**src/rtl/uart_tx.sv**
```systemverilog
// uart_tx: serialises one accepted byte as start, LSB-first data, optional parity and stop bits.
module uart_tx #(
  parameter int CLKS_PER_BIT = 16,
  parameter int DATA_BITS    = 8,
  parameter int PARITY_EN    = 1,
  parameter int PARITY_ODD   = 0
) (
  input  logic                 CLK,
  input  logic                 RST_N,
  input  logic [DATA_BITS-1:0] TX_data,
  input  logic                 TX_valid,
  output logic                 TX_ready,
  output logic                 TX_out,
  output logic                 busy,
  output logic                 done
);
  localparam int CW = $clog2(CLKS_PER_BIT);
  localparam int BW = $clog2(DATA_BITS);
  typedef enum logic [2:0] {IDLE, START, DATA, PARITY, STOP} state_t;
  state_t state, state_nx;
  logic [CW-1:0] cnt, cnt_nx;
  logic [BW-1:0] idx, idx_nx;
  logic [DATA_BITS-1:0] sh, sh_nx;
  logic par, par_nx, tx_nx, done_nx, tick, last, accept;
  assign tick     = cnt == CW'(CLKS_PER_BIT - 1);
  assign last     = idx == BW'(DATA_BITS - 1);
  assign accept   = TX_valid && state == IDLE;
  assign TX_ready = state == IDLE;
  assign busy     = state != IDLE;
  always_ff @(posedge CLK or negedge RST_N) begin
    if (!RST_N) begin
      state  <= IDLE;
      cnt    <= '0;
      idx    <= '0;
      sh     <= '0;
      par    <= 1'b0;
      TX_out <= 1'b1;
      done   <= 1'b0;
    end else begin
      state  <= state_nx;
      cnt    <= cnt_nx;
      idx    <= idx_nx;
      sh     <= sh_nx;
      par    <= par_nx;
      TX_out <= tx_nx;
      done   <= done_nx;
    end
  end
  always_comb begin
    state_nx = state;
    case (state)
      IDLE:    if (TX_valid) state_nx = START;
      START:   if (tick) state_nx = DATA;
      DATA:    if (tick && last) state_nx = (PARITY_EN != 0) ? PARITY : STOP;
      PARITY:  if (tick) state_nx = STOP;
      STOP:    if (tick) state_nx = IDLE;
      default: state_nx = IDLE;
    endcase
  end
  // Line value is registered from the next-cycle state so TX_out has no comb path.
  always_comb begin
    cnt_nx  = (state == IDLE || tick) ? '0 : cnt + CW'(1);
    idx_nx  = (state != DATA || (tick && last)) ? '0 : tick ? idx + BW'(1) : idx;
    sh_nx   = accept ? TX_data : (state == DATA && tick) ? sh >> 1 : sh;
    par_nx  = accept ? (^TX_data) ^ (PARITY_ODD != 0) : par;
    tx_nx   = state_nx == START ? 1'b0 : state_nx == DATA ? sh_nx[0] :
              state_nx == PARITY ? par : 1'b1;
    done_nx = state == STOP && tick;
  end
endmodule

```
**config.mk**
```make
export PLATFORM = sky130hd
export DESIGN_NAME = uart_tx
export DESIGN_NICKNAME = d
export VERILOG_FILES = /design/src/rtl/uart_tx.sv
export SDC_FILE = /design/constraint.sdc
export NUM_CORES = 1
export LEC_CHECK = 0
export CELL_PAD_IN_SITES_DETAIL_PLACEMENT = 2
export CELL_PAD_IN_SITES_GLOBAL_PLACEMENT = 2
export CORE_MARGIN = 5
export CORE_UTILIZATION = 36
export DETAILED_ROUTE_END_ITERATION = 8
export PLACE_DENSITY_LB_ADDON = 0.1
export SLEW_MARGIN = 20
export SYNTH_ARGS = -nofsm -noshare
export SYNTH_HDL_FRONTEND = slang
export SYNTH_SLANG_ARGS = --single-unit
```
**constraint.sdc**
```tcl
create_clock -name CLK -period 5.2 [get_ports CLK]
set_clock_uncertainty 0.05 [all_clocks]
set_input_delay 1.04 -clock CLK [delete_from_list [all_inputs] [get_ports CLK]]
set_output_delay 1.04 -clock CLK [all_outputs]
set_load 0.01 [all_outputs]
```
==> impl_metrics.ini, run 1 <==
[run_status]
outcome = finished, final reports clean

[clock_tree]
clk_latency_ns = 0.32
cts-resized-gates = 0
cts_tree = yes
cts_num_sinks = 21
clk_pin_slew_ns = 0.12
ctsLongestPathBuffers = 2
cts_made_buffers = 3
htreeDepth = 1
post_cts_buffers = 0
hold_buffers = 0
cts_root_buf = clkbuf_4

[routing]
vias = 798
drt-total-wl_um = 2430
dr.pass1.iters = 2
drc = 0
antenna_left = 0
drt-wirelength-per-cell_um = 16.5
dr.first_iter.drc_count = 19
viasPerCell = 5.43

[yosys]
synth-seq-cells = 21
syn_area_um2 = 1060
ys.flop_type = dfrtp_1
synthTopCellsByArea = dfrtp_1 (47%), xnor2_1 (7.4%), mux2i_1 (5.7%)
synth_most_common_cell = dfrtp_1
syn-instance-count = 102
synth_edf_count = 0
yosysSeqAreaShare = 0.496
synth_top_area_frac = 0.472
yosysWarningCount = 0
synth_cell_type_count = 31
async_flop_share = 1.00
synth.largest_area_cell = dfrtp_1
yosys-top-cells-count = dfrtp_1 (20), nand2_1 (14), xnor2_1 (9), o21ai_0 (8), nor2_1 (7)
syn_avg_cell_area_um2 = 10.4
syn-num-nets = 116

[grt]
globalRouteOverflowTotal = 0
antenna_found_initial = 0
grt_pass1_vias = 880
grt_util_all_layers = 0.130
grt_start_max_net_pins = 22
grt_pass1_wl_um = 4290

[place]
io_buffers = 14
postPlaceCellArea_um2 = 1210
post-place-cells = 143
post-dp-hpwl_um = 1820
gp_congestion = 0.756

[finish]
fin_cells = 147
n_antenna_cell = 0
layout.area.seq_um2 = 527
multi_input_area_um2 = 510
area_growth_pct = 17.3
final_layout_size_suffix_gt1_frac = 0.0690
fin_area_um2 = 1240
fillCellCount = 309
finalNetCount = 131

[timing]
slew_violations = 0
rsz0062_at_grt = false
hold_viol = 0
finalSetupViolCount = 0
fin_crit_sh = 0.588
fin_crit_ns = 3.06
relSlewSlack = 0.560
max_slew.worst_pin.slew_ns = 0.657
fmax_mhz = 327
setup-tns-final_ns = 0

[power_and_ir_drop]
leakage_uw = 0.000560
power_density_nw_per_um2 = 460
ir_drop_uv = 229

[critical_path]
path_class = register to primary output
critical_path_arrival_ns = 1.97
r2r_cells = 5
rrSetupSlack_ns = 3.33
reg2reg_to = sh[6]$_DFFE_PN0P_
crit_path_max_fanout = 10
endpoint = TX_ready
timing.rr.start = cnt[0]$_DFF_PN0_
critPathRequiredTime_ns = 4.11
start_kind = register
crit_start = state[2]$_DFF_PN0_
end_kind = primary output

[floorplanning]
coreArea_um2 = 2780
dieArea_um2 = 4130
ioPinCount = 15
initial_core_util = 0.381
rows = 19
die_y_um = 64.3
dieWidth_um = 64.3

[hold_path]
min_path_type = register to register

[run]
maxCapViolations = 0
-- final cells by class --
cell class,instances,share of cell area
tap,31,0.0312
timing repair buffer,14,0.109
clock buffer,4,0.0211
sequential,21,0.423
inverter,2,0.00603
multi-input combinational,75,0.410
-- worst min path at each step --
stage | from | to | cells past startpoint
after detailed placement | cnt[0]$_DFF_PN0_ | cnt[0]$_DFF_PN0_ | 1
after global placement | cnt[0]$_DFF_PN0_ | cnt[0]$_DFF_PN0_ | 1
final | cnt[0]$_DFF_PN0_ | cnt[0]$_DFF_PN0_ | 1
after floorplan | cnt[0]$_DFF_PN0_ | cnt[0]$_DFF_PN0_ | 1
after global routing | cnt[0]$_DFF_PN0_ | cnt[0]$_DFF_PN0_ | 1
after CTS | cnt[0]$_DFF_PN0_ | cnt[0]$_DFF_PN0_ | 1
-- per-layer routing --
layer	GRT usage	vias up	wire (µm)
met3	0.0298	6	93
met5	0	-	0
met4	0.0382	0	29
met2	0.197	14	1140
met1	0.183	398	1170
li1	-	380	-
-- power breakdown --
| group | switching (µW) | internal (µW) | total, µW |
|---|---|---|---|
| sequential | 62.6 | 229 | 291 |
| clock | 54.5 | 30.0 | 84.6 |
| combinational | 97.7 | 99.4 | 197 |
| total | 215 | 358 | 573 |
-- through the flow --
| stage | power [µW] | hold slack (ns) | util | setup WS [ns] |
|---|---|---|---|---|
| after floorplan | 416 | 0.380 | - | 3.05 |
| final | 573 | 0.422 | 0.448 | 2.14 |
| after CTS | 575 | 0.431 | 0.446 | 2.14 |
| after global placement | 477 | 0.405 | 0.437 | 2.39 |
| after detailed placement | 490 | 0.415 | 0.437 | 2.31 |
| after global routing | 618 | 0.434 | 0.448 | 2.06 |
-- state kept, by name (all words and copies together), names as in the netlist --
register,count
sh,8
cnt,4
idx,3
state,3
TX_out,1
done,1
par,1
-- layout by cell type, fill, tap and decap left out, types with 3 or more instances in the layout --
cell type        synthesis  layout
nand3b_1                 3       3
nand3_1                  4       4
o21ai_0                  8       8
nor2_1                   7       7
nand2_1                 14      14
dfrtp_1                 20      20
mux2i_1                  6       6
clkbuf_4                 0       3
a21oi_1                  3       3
clkdlybuf4s50_1          0      13
ha_1                     3       3
xnor2_1                  9       9
-- logic make-up after synthesis --
family	after synthesis	synth area share
and+or+nand+nor	40	0.203
DFF	21	0.496
AOI/OAI and AO/OA	16	0.0955
xor gates and xnor gates	10	0.0826
adders and majority gates	3	0.0354
buffers and inverters	6	0.0307
muxes	6	0.0566
-- critical path: stages, from the launching register on --
cell and delay [ns]:
dfrtp_1 0.53, or3_1 0.49, inv_1 0.10, clkdlybuf4s50_1 0.53
Power figures use the tool's default switching activity.
==> run 2: changes to the inputs <==
--- a/config.mk
+++ b/config.mk
@@ -8,7 +8,7 @@
 export CELL_PAD_IN_SITES_DETAIL_PLACEMENT = 2
 export CELL_PAD_IN_SITES_GLOBAL_PLACEMENT = 2
 export CORE_MARGIN = 5
-export CORE_UTILIZATION = 36
+export CORE_UTILIZATION = 33
 export DETAILED_ROUTE_END_ITERATION = 8
 export PLACE_DENSITY_LB_ADDON = 0.1
 export SLEW_MARGIN = 20
==> constraint.sdc (replaced) <==
create_clock -name CLK -period 2.9 [get_ports CLK]
set_clock_uncertainty 0.05 [all_clocks]
set_input_delay 0.58 -clock CLK [delete_from_list [all_inputs] [get_ports CLK]]
set_output_delay 0.58 -clock CLK [all_outputs]
set_load 0.01 [all_outputs]
==> impl_metrics.ini, run 2 (synthesized netlist as in run 1, its figures left out) <==
[run_status]
outcome = finished, final reports clean

[finish]
final_layout_size_suffix_gt1_frac = 0.0763
finalNetCount = 133
n_antenna_cell = 0
largest_register_ffs = 8
reg_top3 = sh: 8 flops, cnt: 4 flops
final_common_cell = dfrtp_1
final_cell_mix = dfrtp_1 (20), nand2_1 (14), clkdlybuf4s50_1 (14)
fin_util = 0.413
fin_area_um2 = 1270
area_growth_pct = 19.9
largest-register = sh

[timing]
setup-tns-final_ns = 0
fin_crit_sh = 0.871
fin_crit_ns = 2.53
hold_viol = 0
setup_ws_ns = 0.375
max_slew.worst_pin.slew_ns = 0.440
fmax_mhz = 396
finalSetupViolCount = 0
slew_violations = 0
hold-worst-slack_ns = 0.436
relSlewSlack = 0.706
rsz0062_at_grt = false

[routing]
drc = 0
vias = 794
dr.first_iter.drc_count = 23
dr.pass1.iters = 2
drt-total-wl_um = 2430
viasPerCell = 4.90
drt-wirelength-per-cell_um = 15.0
antenna_left = 0

[critical_path]
cpPeakStageDelay_ns = 0.53
r2r_cells = 5
timing.rr.start = cnt[0]$_DFF_PN0_
crit_path_top_delay_cell = clkdlybuf4s50_1
reg2reg_to = sh[1]$_DFFE_PN0P_
end_kind = primary output
critPathRequiredTime_ns = 2.27
rrSetupSlack_ns = 1.05
critical_path_arrival_ns = 1.90
worstPathCellList = or3_1 > inv_1 > clkdlybuf4s50_1
path_class = register to primary output
start_kind = register
crit_path_max_fanout = 10

[clock_tree]
ctsLongestPathBuffers = 2
cts_root_buf = clkbuf_4
cts_num_sinks = 21
htreeDepth = 1
cts_tree = yes
cts_made_buffers = 3
hold_buffers = 0
clk_latency_ns = 0.31
post_cts_buffers = 0
clk_pin_slew_ns = 0.11
cts-resized-gates = 0

[run]
maxCapViolations = 0

[floorplanning]
dieWidth_um = 66.7
ioPinCount = 15
dieArea_um2 = 4450
die_y_um = 66.7
coreArea_um2 = 3080
rows = 20
initial_core_util = 0.345

[grt]
grt_pass1_wl_um = 4330
antenna_found_initial = 0
globalRouteOverflowTotal = 0
grt_start_max_net_pins = 22
grt_pass1_vias = 902
grt_util_all_layers = 0.136

[power_and_ir_drop]
p_int_uw = 644
comb_power_share = 0.347
seq_power_share = 0.509
power_density_nw_per_um2 = 802
clkPwrFrac = 0.145
power_switching_uw = 376
leakage_uw = 0.000566
swShare = 0.369
ir_drop_uv = 286

[place]
gp_congestion = 0.692
io_buffers = 14
postPlaceCellArea_um2 = 1250
post-dp-hpwl_um = 1830
place_ws_ns = 0.711

[hold_path]
min_path_type = register to register
hold_path_depth = 1
min-delay-start = cnt[0]$_DFF_PN0_
whs_endpoint = cnt[0]$_DFF_PN0_
run 2: cell count changes in the layout (fill, tap and decap cells not counted):
cell             before  now
nor4b_4               1    0
nor4b_2               0    1
clkdlybuf4s50_1      13   14
buf_2                 1    0
buf_4                 0    2
run 2: stage by stage:
step	power, µW	cells
after floorplan	747	102
after global placement	863	158
after detailed placement	887	158
after CTS	1040	162
after global routing	1120	162
final	1020	162
run 2: per-layer routing:
| metal | share of wire | track usage | vias up |
|---|---|---|---|
| li1 | - | - | 387 |
| met1 | 0.42 | 0.146 | 388 |
| met2 | 0.51 | 0.240 | 14 |
| met3 | 0.038 | 0.0270 | 5 |
| met4 | 0.028 | 0.0838 | 0 |
| met5 | 0 | 0 | - |
run 2: power groups by stage:
stage / Clock [µW] / Sequential, µW / Combinational [µW]
2_1_floorplan: 0 / 478 / 269
3_3_place_gp: 0 / 517 / 346
3_5_place_dp: 0 / 527 / 360
4_1_cts: 159 / 521 / 363
5_1_grt: 176 / 537 / 404
6_report: 148 / 519 / 354
run 2: worst max-delay path by stage:
stage | startpoint | to | slack, ns | cells past startpoint
5_1_grt | state[1]$_DFF_PN0_ | TX_ready | 0.23 | 3
6_report | state[2]$_DFF_PN0_ | TX_ready | 0.37 | 3
3_5_place_dp | state[2]$_DFF_PN0_ | TX_ready | 0.71 | 3
2_1_floorplan | state[2]$_DFF_PN0_ | TX_ready | 1.21 | 3
4_1_cts | state[2]$_DFF_PN0_ | TX_ready | 0.34 | 3
3_3_place_gp | state[2]$_DFF_PN0_ | TX_ready | 0.75 | 3
run 2: worst max-delay path: cells and delay by family (launching register included):
family,cells,cell delay (ns)
buffers and inverters,2,0.62
DFF,1,0.50
and+or+nand+nor,1,0.46
run 2: cell type report:
type / instances / area, µm²
Fill cell: 341 / 1810
Sequential cell: 21 / 527
Multi-Input combinational cell: 75 / 502
Timing Repair Buffer: 16 / 155
Tap cell: 44 / 55.1
Clock buffer: 4 / 26.3
Inverter: 2 / 7.51
